===== src/rtl/dma_slot_arbiter_if.sv =====
// Request/grant bundle between the beam-slot DMA arbiter and its requesters.
// The master side drives beam position, enables and requests; the slave side
// (the arbiter) returns one-hot slot grants and the dma flag.
interface dma_slot_arbiter_if;
    logic [8:0] hpos;
    logic       dmaen;
    logic       dsken;
    logic       req_dsk;
    logic       req_spr;
    logic       req_bpl;
    logic       req_cop;
    logic       req_blt;
    logic       req_cpu;
    logic [3:0] req_aud;
    logic       blt_nasty;
    logic       gnt_ref;
    logic       gnt_dsk;
    logic       gnt_spr;
    logic       gnt_bpl;
    logic       gnt_cop;
    logic       gnt_blt;
    logic       gnt_cpu;
    logic [3:0] gnt_aud;
    logic       dma;

    modport master (
        output hpos, dmaen, dsken, req_dsk, req_spr, req_bpl, req_cop,
               req_blt, req_cpu, req_aud, blt_nasty,
        input  gnt_ref, gnt_dsk, gnt_spr, gnt_bpl, gnt_cop, gnt_blt,
               gnt_cpu, gnt_aud, dma
    );

    modport slave (
        input  hpos, dmaen, dsken, req_dsk, req_spr, req_bpl, req_cop,
               req_blt, req_cpu, req_aud, blt_nasty,
        output gnt_ref, gnt_dsk, gnt_spr, gnt_bpl, gnt_cop, gnt_blt,
               gnt_cpu, gnt_aud, dma
    );
endinterface


===== src/rtl/dma_slot_arbiter.sv =====
// Beam-slot DMA arbiter. On every clk edge with hpos odd it decides who owns
// the upcoming 2-clk slot: fixed refresh/disk/audio/sprite slots first, then
// free slots by bpl > cop > blt > cpu, with a small starve counter that
// forces the CPU in after CPU_STARVE consecutive blitter wins.
module dma_slot_arbiter #(
    parameter int HTOTAL     = 453,
    parameter int CPU_STARVE = 3
) (
    input logic               clk,
    input logic               _reset,
    dma_slot_arbiter_if.slave bus
);
    localparam logic [8:0] HPOS_LAST  = 9'(HTOTAL);
    localparam logic [1:0] STARVE_MAX = 2'(CPU_STARVE);

    logic       arb;
    logic [7:0] slot;
    logic [1:0] aud_idx;
    logic       free_slot;
    logic       force_cpu;

    logic       nxt_ref, nxt_dsk, nxt_spr, nxt_bpl, nxt_cop, nxt_blt, nxt_cpu;
    logic [3:0] nxt_aud;
    logic [1:0] starve, starve_nxt;

    logic       q_ref, q_dsk, q_spr, q_bpl, q_cop, q_blt, q_cpu, q_dma;
    logic [3:0] q_aud;

    assign arb  = bus.hpos[0];
    assign slot = (bus.hpos == HPOS_LAST) ? 8'd0 : bus.hpos[8:1] + 8'd1;
    // audio slots 0x0F,0x11,0x13,0x15 map to channels 0..3
    assign aud_idx   = 2'(slot[7:1] - 7'h07);
    // a saturated counter only steals from the blitter when it is not nasty
    assign force_cpu = bus.req_cpu && !bus.blt_nasty && (starve == STARVE_MAX);

    // Decide the owner of the upcoming slot and the next starve count.
    always_comb begin
        nxt_ref    = 1'b0;
        nxt_dsk    = 1'b0;
        nxt_spr    = 1'b0;
        nxt_bpl    = 1'b0;
        nxt_cop    = 1'b0;
        nxt_blt    = 1'b0;
        nxt_cpu    = 1'b0;
        nxt_aud    = 4'b0;
        free_slot  = 1'b0;
        starve_nxt = starve;

        if (slot inside {8'h01, 8'h03, 8'h05, 8'h07}) begin
            nxt_ref = 1'b1;
        end else if (slot inside {8'h09, 8'h0B, 8'h0D}) begin
            if (bus.req_dsk && bus.dsken && bus.dmaen) nxt_dsk = 1'b1;
            else                                       free_slot = 1'b1;
        end else if (slot inside {8'h0F, 8'h11, 8'h13, 8'h15}) begin
            if (bus.req_aud[aud_idx] && bus.dmaen) nxt_aud[aud_idx] = 1'b1;
            else                                   free_slot = 1'b1;
        end else if (slot[0] && slot >= 8'h17 && slot <= 8'h35) begin
            if (bus.req_spr && bus.dmaen && !bus.req_bpl) nxt_spr = 1'b1;
            else                                          free_slot = 1'b1;
        end else begin
            free_slot = 1'b1;
        end

        if (free_slot) begin
            if (bus.req_bpl && bus.dmaen)                    nxt_bpl = 1'b1;
            else if (bus.req_cop && bus.dmaen && !slot[0])   nxt_cop = 1'b1;
            else if (bus.req_blt && bus.dmaen && !force_cpu) nxt_blt = 1'b1;
            else if (bus.req_cpu)                            nxt_cpu = 1'b1;
        end

        if (nxt_cpu || !bus.req_cpu || bus.blt_nasty) starve_nxt = 2'd0;
        else if (nxt_blt && starve != STARVE_MAX)     starve_nxt = starve + 2'd1;
    end

    // Grants and starve count only move at arbitration edges and hold through the slot.
    always_ff @(posedge clk or negedge _reset) begin
        if (!_reset) begin
            q_ref  <= 1'b0;
            q_dsk  <= 1'b0;
            q_spr  <= 1'b0;
            q_bpl  <= 1'b0;
            q_cop  <= 1'b0;
            q_blt  <= 1'b0;
            q_cpu  <= 1'b0;
            q_aud  <= 4'b0;
            q_dma  <= 1'b0;
            starve <= 2'd0;
        end else if (arb) begin
            q_ref  <= nxt_ref;
            q_dsk  <= nxt_dsk;
            q_spr  <= nxt_spr;
            q_bpl  <= nxt_bpl;
            q_cop  <= nxt_cop;
            q_blt  <= nxt_blt;
            q_cpu  <= nxt_cpu;
            q_aud  <= nxt_aud;
            q_dma  <= nxt_ref | nxt_dsk | nxt_spr | nxt_bpl | nxt_cop | nxt_blt | (|nxt_aud);
            starve <= starve_nxt;
        end
    end

    assign bus.gnt_ref = q_ref;
    assign bus.gnt_dsk = q_dsk;
    assign bus.gnt_spr = q_spr;
    assign bus.gnt_bpl = q_bpl;
    assign bus.gnt_cop = q_cop;
    assign bus.gnt_blt = q_blt;
    assign bus.gnt_cpu = q_cpu;
    assign bus.gnt_aud = q_aud;
    assign bus.dma     = q_dma;
endmodule


===== src/flat_wrapper.sv =====
// flat-port wrapper written by rule: the top's interface ports become plain ports
module dma_slot_arbiter_flat 
#(
    parameter int HTOTAL     = 453,
    parameter int CPU_STARVE = 3
)
  (clk, _reset, bus_hpos, bus_dmaen, bus_dsken, bus_req_dsk, bus_req_spr, bus_req_bpl, bus_req_cop, bus_req_blt, bus_req_cpu, bus_req_aud, bus_blt_nasty, bus_gnt_ref, bus_gnt_dsk, bus_gnt_spr, bus_gnt_bpl, bus_gnt_cop, bus_gnt_blt, bus_gnt_cpu, bus_gnt_aud, bus_dma);
  dma_slot_arbiter_if bus_i ();
  input logic clk;
  input logic _reset;
  input wire logic [$bits(bus_i.hpos)-1:0] bus_hpos;
  input wire logic [$bits(bus_i.dmaen)-1:0] bus_dmaen;
  input wire logic [$bits(bus_i.dsken)-1:0] bus_dsken;
  input wire logic [$bits(bus_i.req_dsk)-1:0] bus_req_dsk;
  input wire logic [$bits(bus_i.req_spr)-1:0] bus_req_spr;
  input wire logic [$bits(bus_i.req_bpl)-1:0] bus_req_bpl;
  input wire logic [$bits(bus_i.req_cop)-1:0] bus_req_cop;
  input wire logic [$bits(bus_i.req_blt)-1:0] bus_req_blt;
  input wire logic [$bits(bus_i.req_cpu)-1:0] bus_req_cpu;
  input wire logic [$bits(bus_i.req_aud)-1:0] bus_req_aud;
  input wire logic [$bits(bus_i.blt_nasty)-1:0] bus_blt_nasty;
  output wire logic [$bits(bus_i.gnt_ref)-1:0] bus_gnt_ref;
  output wire logic [$bits(bus_i.gnt_dsk)-1:0] bus_gnt_dsk;
  output wire logic [$bits(bus_i.gnt_spr)-1:0] bus_gnt_spr;
  output wire logic [$bits(bus_i.gnt_bpl)-1:0] bus_gnt_bpl;
  output wire logic [$bits(bus_i.gnt_cop)-1:0] bus_gnt_cop;
  output wire logic [$bits(bus_i.gnt_blt)-1:0] bus_gnt_blt;
  output wire logic [$bits(bus_i.gnt_cpu)-1:0] bus_gnt_cpu;
  output wire logic [$bits(bus_i.gnt_aud)-1:0] bus_gnt_aud;
  output wire logic [$bits(bus_i.dma)-1:0] bus_dma;
  assign bus_i.hpos = bus_hpos;
  assign bus_i.dmaen = bus_dmaen;
  assign bus_i.dsken = bus_dsken;
  assign bus_i.req_dsk = bus_req_dsk;
  assign bus_i.req_spr = bus_req_spr;
  assign bus_i.req_bpl = bus_req_bpl;
  assign bus_i.req_cop = bus_req_cop;
  assign bus_i.req_blt = bus_req_blt;
  assign bus_i.req_cpu = bus_req_cpu;
  assign bus_i.req_aud = bus_req_aud;
  assign bus_i.blt_nasty = bus_blt_nasty;
  assign bus_gnt_ref = bus_i.gnt_ref;
  assign bus_gnt_dsk = bus_i.gnt_dsk;
  assign bus_gnt_spr = bus_i.gnt_spr;
  assign bus_gnt_bpl = bus_i.gnt_bpl;
  assign bus_gnt_cop = bus_i.gnt_cop;
  assign bus_gnt_blt = bus_i.gnt_blt;
  assign bus_gnt_cpu = bus_i.gnt_cpu;
  assign bus_gnt_aud = bus_i.gnt_aud;
  assign bus_dma = bus_i.dma;
  dma_slot_arbiter #(.HTOTAL(HTOTAL), .CPU_STARVE(CPU_STARVE)) u_core (.clk(clk), ._reset(_reset), .bus(bus_i));
endmodule

===== config.mk =====
export PLATFORM = sky130hd
export DESIGN_NAME = dma_slot_arbiter_flat
export DESIGN_NICKNAME = d
export VERILOG_FILES = /design/src/rtl/dma_slot_arbiter_if.sv /design/src/rtl/dma_slot_arbiter.sv /design/src/flat_wrapper.sv
export SDC_FILE = /design/constraint.sdc
export NUM_CORES = 1
export LEC_CHECK = 0
export ABC_AREA = 1
export BUFFER_PORTS_ARGS = -buffer_cell sky130_fd_sc_hd__buf_2
export CAP_MARGIN = 20
export CORE_MARGIN = 4
export CORE_UTILIZATION = 25
export CTS_CLUSTER_DIAMETER = 80
export DETAILED_ROUTE_END_ITERATION = 8
export GPL_ROUTABILITY_DRIVEN = 1
export SETUP_SLACK_MARGIN = 0.15
export SYNTH_ARGS = -nofsm -noshare
export SYNTH_HDL_FRONTEND = slang
export SYNTH_SLANG_ARGS = --single-unit

===== constraint.sdc =====
create_clock -name clk -period 1.78 [get_ports clk]
set_input_delay 0.356 -clock clk [delete_from_list [all_inputs] [get_ports clk]]
set_output_delay 0.356 -clock clk [all_outputs]
set_load 0.005 [all_outputs]

=== After elaboration in Yosys (flattened, before gate mapping) ===
Cells that the tools add are included.

* Bits of input ports: 24
* Register bits after elaboration: 14
* Word-level logic and storage cells: 107

* Bitwise operators: 6
* $lt $le $gt $ge: 4
* Reduce and logical (&&, ||, !) cells: 29
* Add/sub/neg operators: 3
* Eq/ne operators: 14
* Mux-type cells: 41

{| class="wikitable"
|+ Operator list
! kind !! number
|-
| == test 8 x 4 -> 1 bit, second input constant || 4
|-
| two-way mux 1 bit || 32
|-
| == test 8 x 5 -> 1 bit, second input constant || 3
|-
| == test 8 x 3 -> 1 bit, second input constant || 2
|-
| logical AND 1 bit || 16
|-
| two-way mux 4 bit || 4
|-
| == test 9 bit, second input constant || 1
|-
| adder 8 x 1 -> 8 bit, second input constant || 1
|-
| == test 8 x 1 -> 1 bit, second input constant || 1
|-
| == test 8 x 2 -> 1 bit, second input constant || 1
|-
| greater-or-equal comparator 8 x 5 -> 1 bit, second input constant || 1
|-
| <= comparator 8 x 6 -> 1 bit, second input constant || 1
|-
| two-way mux 8 bit || 1
|-
| nonzero test 4 bit || 2
|-
| OR 1 bit || 6
|-
| zero test 1 bit || 5
|-
| two-way mux 2 bit || 2
|-
| OR reduction 4 bit || 1
|-
| < comparator 2 x 3 -> 1 bit, second input constant || 1
|-
| nonzero test 3 bit || 1
|-
| adder 2 x 1 -> 2 bit, second input constant || 1
|-
| binary-select mux 1 bit (select 2 bit) || 1
|-
| demux 1 bit (select 2 bit) || 1
|-
| == test 2 bit, second input constant || 1
|-
| 6 further kinds || 7
|}

=== Longest topological paths before layout ===
* Depth in word-level cells: 15
* Gate-level depth with buffers: 19

=== Worst setup path before layout ===
No wires, ideal clock.

* Kind: input port to flip-flop
* Start point: in bus_hpos[5]
* End point: reg u_core.q_dma, in the netlist u_core.bus.dma
* Slack: -0.391 ns
* Data arrival time: 2.059 ns
* Path buffers: 0
* Stages on the path: 15
* Path through: nor2_1 > nand4_4 > nand2_2 > inv_1 > ha_1 > inv_1 > nand3_1 > a21oi_1 > nand3_2 > nand3_2 > nor2_1 > nor2_1 > nand3_1 > nand2_1 > inv_1

* Longest elaborated chain between the ends: 15

{| class="wikitable"
|+ RTL lines
! item !! RTL line !! RTL
|-
| from (decl) || flat_wrapper.sv:11 || <nowiki>input wire logic [$bits(bus_i.hpos)-1:0] bus_hpos;</nowiki>
|-
| branches (longest 1 deep; another with adder 8 x 1 -> 8 bit) || -- ||
|-
| two-way mux 8 bit * || dma_slot_arbiter.sv:30 || <nowiki>assign slot = (bus.hpos == HPOS_LAST) ? 8'd0 : bus.hpos[8:1] + 8'd1;</nowiki>
|-
| subtractor 2 bit || dma_slot_arbiter.sv:32 || <nowiki>assign aud_idx = 2'(slot[7:1] - 7'h07);</nowiki>
|-
| binary-select mux 1 bit (select 2 bit) || dma_slot_arbiter.sv:55 || <nowiki>if (bus.req_aud[aud_idx] && bus.dmaen) nxt_aud[aud_idx] = 1'b1;</nowiki>
|-
| two-way mux 1 bit (implied by the code) || dma_slot_arbiter.sv:55 ||
|-
| logical AND 1 bit || dma_slot_arbiter.sv:55 ||
|-
| two-way mux 1 bit || dma_slot_arbiter.sv:55 ||
|-
| two-way mux 1 bit || dma_slot_arbiter.sv:54 || <nowiki>end else if (slot inside {8'h0F, 8'h11, 8'h13, 8'h15}) begin</nowiki>
|-
| two-way mux 1 bit || dma_slot_arbiter.sv:51 || <nowiki>end else if (slot inside {8'h09, 8'h0B, 8'h0D}) begin</nowiki>
|-
| two-way mux 1 bit || dma_slot_arbiter.sv:49 || <nowiki>if (slot inside {8'h01, 8'h03, 8'h05, 8'h07}) begin</nowiki>
|-
| two-way mux 1 bit || dma_slot_arbiter.sv:64 || <nowiki>if (free_slot) begin</nowiki>
|-
| OR 1 bit (3 in series) || dma_slot_arbiter.sv:97 || <nowiki>q_dma <= nxt_ref | nxt_dsk | nxt_spr | nxt_bpl | nxt_cop | nxt_blt | (|nxt_aud);</nowiki>
|-
| OR 1 bit * || dma_slot_arbiter.sv:97 ||
|-
| to (signal assigned) || dma_slot_arbiter.sv:97 ||
|-
| to (decl) || dma_slot_arbiter.sv:26 || <nowiki>logic q_ref, q_dsk, q_spr, q_bpl, q_cop, q_blt, q_cpu, q_dma;</nowiki>
|}

Every way passes the cells marked *. The select of a mux whose other input is x is not followed.
A chain may end at the register's enable or synchronous reset.

=== Worst setup path after layout ===
* Start point: in bus_hpos[3]
* End point: reg u_core.q_dma, in the netlist u_core.bus.dma

* Longest elaborated chain between the ends: 15

{| class="wikitable"
|+ RTL lines
! item !! RTL line
|-
| adder 8 x 1 -> 8 bit / == test 9 bit (equally long branches) || dma_slot_arbiter.sv:30
|-
| two-way mux 8 bit * || dma_slot_arbiter.sv:30
|-
| subtractor 2 bit || dma_slot_arbiter.sv:32
|-
| binary-select mux 1 bit (select 2 bit) || dma_slot_arbiter.sv:55
|-
| two-way mux 1 bit (implied by the code) || dma_slot_arbiter.sv:55
|-
| logical AND 1 bit || dma_slot_arbiter.sv:55
|-
| two-way mux 1 bit || dma_slot_arbiter.sv:55
|-
| two-way mux 1 bit || dma_slot_arbiter.sv:54
|-
| two-way mux 1 bit || dma_slot_arbiter.sv:51
|-
| two-way mux 1 bit || dma_slot_arbiter.sv:49
|-
| two-way mux 1 bit || dma_slot_arbiter.sv:64
|-
| OR 1 bit (3 in series) || dma_slot_arbiter.sv:97
|-
| OR 1 bit * || dma_slot_arbiter.sv:97
|}

Every way passes the cells marked *; elsewhere a longest branch is shown, timed or not. The select of a mux whose other input is x is not followed.

==> results.toml <==
[outcome]
status = "finished with violations"
violations = "setup timing"

[synthesis]
syn_area_mm2 = 0.00135
synth_top_area_cell = "dfrtp_1"
synth.avg_cell_area_um2 = 6.14
syn_inst = 220
synth_seq_area_share = 0.259
synth-seq-cells = 14
yosysMostFrequentCell = "nand2_1"
synth.distinct_cells = 24
synthTopCellsByCount = "70 x nand2_1, 27 x nor2_1, 25 x inv_1"
yosysWarnings = 0
yosys-top-cells-area = "dfrtp_1 26%, nand2_1 19%, nand3_1 8.9%"
syn-num-nets = 250
async_flop_share = 1.00
ys.flop_type = "dfrtp_1"
synth_edf_count = 0
yosysTopAreaCellShare = 0.259

[layout]
final_layout_size_suffix_gt1_frac = 0.486
syn2layout_area_growth_pct = 67.1
fillers = 524
diodes = 0
final_util = 0.436
final_nets = 325

[global_routing]
grt-ovfl-total = 0
grt_util_met2 = 0.220
grt_pass1_vias = 1471
grt_pass1_wl_mm = 6.29
grt_usage = 0.117
antenna_found_initial = 0
top_usage_layer = "met2"
grtUsageMet1 = 0.144
grtUsageMet3 = 0.00658
grt_max_degree = 17

[route]
dr.pass1.iters = 4
wl_per_cell_um = 10.5
via_per_inst = 4.27
initialDrtViolationCount = 55
drc_errors = 0
wirelength_mm = 3.82
via_count = 1553
ant_nets = 0

[power]
p_leak_nw = 1.22
p_total_mw = 1.02
p_per_area_mw_per_mm2 = 451
vdd_ir_drop_max_mv = 0.252

[clocking]
cts_hold_repair.buffers = 0
cts_max_level = 1
clkSlewWorstSetupHoldPaths_ps = 60
cts_tree = "done"
numCtsBuffers = 3
cts_root_buf = "clkbuf_8"
clock_latency_ps = 240
clockBufferDepth = 2
cts.sinks = 14

[setup_path]
worst-path-max-fanout = 6
arrival_ps = 2090
critical_path_class = "in -> reg"
crit_required_ps = 1920
endpoint_kind = "flop"
start_kind = "input pin"

[die]
coreArea_mm2 = 0.00517
rows = 26
dieWidth_um = 81.5
io-pin-count = 36
fp.dieH_um = 81.5
die_area_mm2 = 0.00664
initial_utilization = 0.261

[sta]
maxSlewHeadroom = 0.697
period_minus_slack_ps = 1950
setup_ws_ps = -170
finalSetupViolations = 8
fin_crit_sh = 1.10
fin_worst_skew_ps = 1.32
fmaxAchievable_mhz = 513
finalHoldViolations = 0
finalMaxSlewViolations = 0
rsz0062_at_grt = "true"
worstMarginPinSlew_ps = 454

[min_path]
holdCritPathClass = "in -> async"

[placed_design]
pre_cts_ws_ps = -496
dp_hpwl_mm = 2.99
portBuffers = 35
place.gp.congestion = 0.793

[run]
drv_cap = 0
## cell families (layout without fill, tap and decap cells)
logic type | after synthesis | in the layout | synth area share
DFF | 14 | 14 | 0.260
AOI/OAI and AO/OA | 10 | 10 | 0.0389
and+or+nand+nor | 154 | 154 | 0.545
buffers and inverters | 36 | 110 | 0.101
adders and majority gates | 6 | 6 | 0.0556
## cell type report
cell class | instances | area (µm²) | area share
sequential | 14 | 350 | 0.155
multi-input combinational | 170 | 1080 | 0.481
inverter | 34 | 140 | 0.0621
clock buffer | 4 | 55.1 | 0.0244
timing repair buffer | 72 | 538 | 0.238
tap | 70 | 87.6 | 0.0388
## through the flow
step	hold WS, ps	std cells	setup TNS, ps	instance area [µm²]
after global routing	26.5	364	-2320	2260
after detailed placement	266	355	-4450	1920
after floorplan	60.4	220	-909	1430
after global placement	264	355	-3860	1920
final	0.271	364	-897	2260
after CTS	6.81	363	-387	2160
## power breakdown
part | internal, mW | leakage (nW) | switching (mW) | total [mW]
Sequential | 0.331 | 0.188 | 0.00723 | 0.339
Clock | 0.195 | 0.0288 | 0.104 | 0.300
Combinational | 0.178 | 0.998 | 0.201 | 0.379
## sequential cells by signal (all words and copies together), names as in the netlist
| register | count |
|---|---|
| u_core.bus.dma | 1 |
| u_core.bus.gnt_aud | 4 |
| u_core.bus.gnt_blt | 1 |
| u_core.bus.gnt_bpl | 1 |
| u_core.bus.gnt_cop | 1 |
| u_core.bus.gnt_cpu | 1 |
| u_core.bus.gnt_dsk | 1 |
| u_core.bus.gnt_ref | 1 |
| u_core.bus.gnt_spr | 1 |
| u_core.starve | 2 |
## worst max-delay path: stages
cell and delay (ps):
buf_4 110, buf_6 120, nand2_4 60, buf_4 130, o21bai_1 210, nand2_2 120, nand3b_1 170, nor2_1 90
nand2_1 70, nand2_2 90, nand3_4 130, nand3_4 110, nor2_4 40, nor2_1 100, nand3_1 80, nand2_1 60
inv_1 30
## final timing paths
| path | start | endpoint | slack (ps) | depth (start not counted) |
|---|---|---|---|---|
| max in group asynchronous | _reset | u_core.bus.gnt_bpl | 1550 | 1 |
| min in group clk | u_core.bus.gnt_aud[3] | u_core.bus.gnt_aud[3] | 480 | 2 |
| worst max register to register | u_core.starve[0] | u_core.starve[0] | 100 | 11 |
| worst min-delay path | _reset | u_core.bus.gnt_aud[0] | 0.3 | 1 |
| worst max-delay path | bus_hpos[3] | u_core.bus.dma | -170 | 17 |
| worst min register to register | u_core.bus.gnt_aud[3] | u_core.bus.gnt_aud[3] | 480 | 2 |
## routing by layer
| metal | wire length [µm] | part of all wire |
|---|---|---|
| met1 | 1690 | 0.44 |
| met2 | 1970 | 0.51 |
| met3 | 135 | 0.035 |
| met4 | 32 | 0.0084 |
| met5 | 0 | 0 |
## cell usage in the layout, fill, tap and decap left out
cell type,count
o21bai_1,1
inv_1,23
nand4_4,2
dfrtp_1,14
nand3b_1,3
inv_4,4
nor2_2,5
ha_1,4
nand4_1,3
buf_6,10
nand2_2,19
nor2_1,21
clkbuf_8,4
clkinv_2,2
or2_2,1
nor2_4,6
nand3_2,9
nand3_4,3
o21ai_2,2
buf_8,4
ha_4,2
inv_2,5
nand2_4,4
o21ai_0,3
a21oi_1,1
buf_2,28
nor3_2,1
buf_4,30
nand3_1,17
a21oi_4,1
nand2_8,1
o21ai_1,2
nor3_1,2
nand2_1,57
## what timing repair did
action                                  in CTS  in global routing
endpoints found under the setup margin      12                 14
endpoints found under the hold margin        0                  0
pin swaps                                   26                  8
resized for setup                           40                 25
buffers inserted                             4                  1
Power figures use the tool's default switching activity.
